<file path="src/rtl/receiver_protocol.sv">
// Single-wire frame receiver: start bit 1, DATA_W payload bits LSB first, stop bit 0.
// The received payload is held on a valid/ready interface; framing errors and overruns pulse for one cycle.
module receiver_protocol #(
   parameter int DATA_W = 55,
   parameter int CNT_W  = 6
) (
   input  logic              clk,
   input  logic              rst,
   input  logic              S_Data,
   output logic [DATA_W-1:0] RX_Data,
   output logic              RX_Data_Valid,
   input  logic              RX_Ready,
   output logic              Frame_Err,
   output logic              Overrun
);

   typedef enum logic [1:0] {
      IDLE = 2'd0,
      DATA = 2'd1,
      STOP = 2'd2
   } state_t;

   localparam logic [CNT_W-1:0] LAST_CNT = CNT_W'(DATA_W - 1);
   localparam logic [CNT_W-1:0] CNT_ONE  = CNT_W'(1);
   localparam logic [CNT_W-1:0] CNT_ZERO = CNT_W'(0);

   state_t              state_r, state_s;
   logic [CNT_W-1:0]    cnt_r, cnt_s;
   logic [DATA_W-1:0]   shift_r, shift_s;
   logic [DATA_W-1:0]   rx_data_r, rx_data_s;
   logic                rx_valid_r, rx_valid_s;
   logic                frame_err_r, frame_err_s;
   logic                overrun_r, overrun_s;

   // Next-state, datapath and output-register update logic.
   always_comb begin
      state_s     = state_r;
      cnt_s       = cnt_r;
      shift_s     = shift_r;
      rx_data_s   = rx_data_r;
      // A held payload is released when the consumer takes it at this edge.
      rx_valid_s  = rx_valid_r & ~RX_Ready;
      frame_err_s = 1'b0;
      overrun_s   = 1'b0;
      case (state_r)
         IDLE: begin
            if (S_Data) begin
               state_s = DATA;
               cnt_s   = CNT_ZERO;
            end else begin
               state_s = IDLE;
            end
         end
         DATA: begin
            shift_s[cnt_r] = S_Data;
            if (cnt_r == LAST_CNT) begin
               state_s = STOP;
               cnt_s   = CNT_ZERO;
            end else begin
               cnt_s = cnt_r + CNT_ONE;
            end
         end
         STOP: begin
            state_s = IDLE;
            if (S_Data) begin
               frame_err_s = 1'b1;
            end else if (!rx_valid_r || RX_Ready) begin
               // Holding register is free (or being emptied now): load without a bubble.
               rx_data_s  = shift_r;
               rx_valid_s = 1'b1;
            end else begin
               overrun_s = 1'b1;
            end
         end
         default: begin
            state_s = IDLE;
            cnt_s   = CNT_ZERO;
         end
      endcase
   end

   // State and output registers with synchronous reset.
   always_ff @(posedge clk) begin
      if (rst) begin
         state_r     <= IDLE;
         cnt_r       <= CNT_ZERO;
         shift_r     <= {DATA_W{1'b0}};
         rx_data_r   <= {DATA_W{1'b0}};
         rx_valid_r  <= 1'b0;
         frame_err_r <= 1'b0;
         overrun_r   <= 1'b0;
      end else begin
         state_r     <= state_s;
         cnt_r       <= cnt_s;
         shift_r     <= shift_s;
         rx_data_r   <= rx_data_s;
         rx_valid_r  <= rx_valid_s;
         frame_err_r <= frame_err_s;
         overrun_r   <= overrun_s;
      end
   end

   assign RX_Data       = rx_data_r;
   assign RX_Data_Valid = rx_valid_r;
   assign Frame_Err     = frame_err_r;
   assign Overrun       = overrun_r;

endmodule

</file>
<file path="config.mk">
export PLATFORM = sky130hd
export DESIGN_NAME = receiver_protocol
export DESIGN_NICKNAME = d
export VERILOG_FILES = /design/src/rtl/receiver_protocol.sv
export SDC_FILE = /design/constraint.sdc
export NUM_CORES = 1
export LEC_CHECK = 0
export CAP_MARGIN = 0
export CORE_MARGIN = 2
export CORE_UTILIZATION = 23
export CTS_CLUSTER_DIAMETER = 80
export DETAILED_ROUTE_END_ITERATION = 16
export PLACE_DENSITY = 0.47
export SLEW_MARGIN = 25
export SYNTH_ARGS = -nofsm -noshare
export SYNTH_HDL_FRONTEND = slang
export SYNTH_SLANG_ARGS = --single-unit
</file>
<file path="constraint.sdc">
create_clock -name clk -period 2.3 [get_ports clk]
set_clock_uncertainty 0.05 [all_clocks]
set_input_delay 0.69 -clock clk [delete_from_list [all_inputs] [get_ports clk]]
set_output_delay 0.69 -clock clk [all_outputs]
set_load 0.01 [all_outputs]
</file>
==> flow_summary.yaml <==
cts:
  post_cts_buffers: 0
  numCtsBuffers: 17
  cts_tree: "done"
  clk_pin_slew_ns: 0.05
  insertion_delay_ns: 0.42
  cts_resized: 0
  cts_root_buf: "clkbuf_16"
  postCtsHoldBufs: 0
  h-tree-depth: 4
  numClockSinks: 121
  cts_buffer_depth: 2
placed_design:
  io_buffer_count: 61
  pre_cts_slack_ns: 0.1709
  dpl_cell_area_mm2: 0.005710
  hpwlAfterDp_um: 7516
  gp_congestion: 0.7030
yosys:
  netlist_instances: 563
  synth_area_mm2: 0.004786
  ys_top_cells_by_count: "dfxtp_1 (121), nand2_1 (115), a21oi_1 (66)"
  ys_ff_latch: 121
  synth_fp_nets: 569
  ys.flop_type: "dfxtp_1"
  yosysTopAreaCellShare_pct: 50.61
  synth_cell_types: 32
  synth_area_leader_cell: "dfxtp_1"
  avgSynthCellArea_um2: 8.501
  ys_seq_area_share_pct: 50.61
  async_reset_ff_share_pct: 0
  synth_warnings: 0
  yosys-top-cells-area: "dfxtp_1 (51%), mux2i_1 (11%), nand2_1 (9.0%)"
  synth-edff-count: 0
  yosysMostFrequentCell: "dfxtp_1"
timing:
  rsz0062_at_grt: "no"
  tns_ns: 0
  worst_slack_ns: 0.2214
  finalCritPeriodShare_pct: 90.37
  drv_slew: 0
  setup_viol: 0
  finalHoldViolCount: 0
  worst_pin_slew_ns: 0.5706
  relSlewSlack_pct: 61.96
  period_minus_slack_ns: 2.079
  fmax_mhz: 481.1
final_layout:
  drive_gt1_share_pct: 8.521
  antenna_cells: 0
  multi_input_area_mm2: 0.002140
  n_fill_cell: 2139
  seq_area_mm2: 0.002422
  nets: 619
  syn_to_final_growth_pct: 30.72
  design_area_mm2: 0.006256
grt:
  gr-usage-all-layers_pct: 11.45
  gr-total-overflow: 0
  antenna_found_initial: 0
  grt_max_degree: 100
  grt_pass1_wl_um: 19780
  grt_pass1_vias: 3894
power:
  peakVddDrop_mv: 0.4934
  switching_share_pct: 20.65
  p_leak_nw: 2.416
  pwr-share-seq_pct: 44.8
  power.density_mw_per_mm2: 752.8
  combPwrFrac_pct: 2.8
  power.internal_w: 0.003737
  p_clk_share_pct: 52.3
  power.switching_w: 0.0009728
route:
  drt_pass1_iterations: 4
  via_per_inst: 4.348
  routed_wl_um: 12040
  antenna_left: 0
  drc: 0
  vias: 3878
  drtIter0Drc: 189
  detail_route.wl_per_cell_um: 13.49
worst_setup_path:
  criticalPathCategory: "reg -> out"
  critPathTopFamily: "buffers and inverters"
  cp.required_ns: 1.56
  cpPeakStageDelay_ns: 0.56
  critPathArrivalTime_ns: 1.34
  cp_slowest_cell: "clkdlybuf4s50_1"
  cp-end-kind: "primary output"
  cp_num_buf_inv: 1
  start_kind: "flop"
  crit_chain: "clkdlybuf4s50_1"
  crit_fanout: 2
die:
  core_area_mm2: 0.02030
  die_y_um: 148.3
  initial_core_util_pct: 23.58
  die-area_mm2: 0.02198
  ios: 62
  rows: 52
  fp.dieW_um: 148.3
flow_run:
  max_cap_viol_count: 0
worst_hold_path:
  hold_class: "reg -> reg"
status:
  status: "completed"
==> layout make-up <==
type                    instances  share of cell area (%)
well taps                     270                   5.400
clock inverters                 3                  0.6400
inverters                       4                  0.2400
clock buffers                  25                   8.080
repair buffers                 80                   12.72
flip-flops and latches        121                   38.72
multi-input cells             389                   34.20
==> through the flow <==
step	power, W	hold slack, ns	util [%]	cells
2_1_floorplan	0.002236	0.3784	-	563
3_3_place_gp	0.002284	0.3951	28.13	864
3_5_place_dp	0.002288	0.3983	28.13	864
4_1_cts	0.004792	0.4049	30.82	892
5_1_grt	0.004893	0.4247	30.82	892
6_report	0.004710	0.3996	30.82	892
==> metal layers <==
layer | global-route usage, % | vias up | wire (µm)
met2 | 18.22 | 73 | 5469
met5 | 0 | - | 0
met1 | 14.45 | 1798 | 5834
met4 | 4.143 | 0 | 164
li1 | - | 1991 | -
met3 | 3.865 | 16 | 568
==> path summary, 6_finish.rpt <==
check / endpoint / cells past startpoint / slack (ns) / from
setup / recovery: RX_Data[40] / 1 / 0.22 / RX_Data[40]
hold / removal: RX_Data[11] / 2 / 0.40 / RX_Data[11]
setup reg to reg: cnt_r[5] / 4 / 0.43 / cnt_r[0]
hold reg to reg: RX_Data[11] / 2 / 0.40 / RX_Data[11]
==> cells in the final DEF, fill, tap and decap left out, types with 4 or more instances in the layout <==
cell type	count
clkbuf_8	5
dfxtp_1	121
nand3_1	43
nor3b_2	4
nand2_1	115
nor3_1	7
o21ai_0	5
clkbuf_16	17
clkdlybuf4s50_1	59
nor2_1	53
a21oi_1	66
mux2i_1	53
buf_12	4
nor2b_1	5
inv_1	4
and3b_1	4
nand4_1	10
buf_4	16
==> sequential cells by signal (all words and copies together) (netlist names) <==
| signal | count |
|---|---|
| shift_r | 55 |
| Frame_Err | 1 |
| RX_Data | 55 |
| RX_Data_Valid | 1 |
| state_r | 2 |
| Overrun | 1 |
| cnt_r | 6 |
==> kinds of logic after synthesis <==
| family | share of synthesized area, % |
|---|---|
| flip-flops | 50.61 |
| AND/OR/NAND/NOR | 24.68 |
| buffers and inverters | 4.993 |
| adder cells (fa/ha/maj) | 0.5228 |
| AO/OA/AOI/OAI | 8.105 |
| multiplexers | 11.08 |
==> power by group through the flow <==
stage	logic [W]	registers [W]	clock network, W
floorplan	0.0000856	0.00215	0
CTS	0.000134	0.00211	0.00255
global placement	0.000129	0.00215	0
global route	0.000146	0.00211	0.00264
finish	0.000132	0.00211	0.00247
detailed placement	0.000133	0.00216	0
No activity file was read; power rests on OpenSTA's default activity.
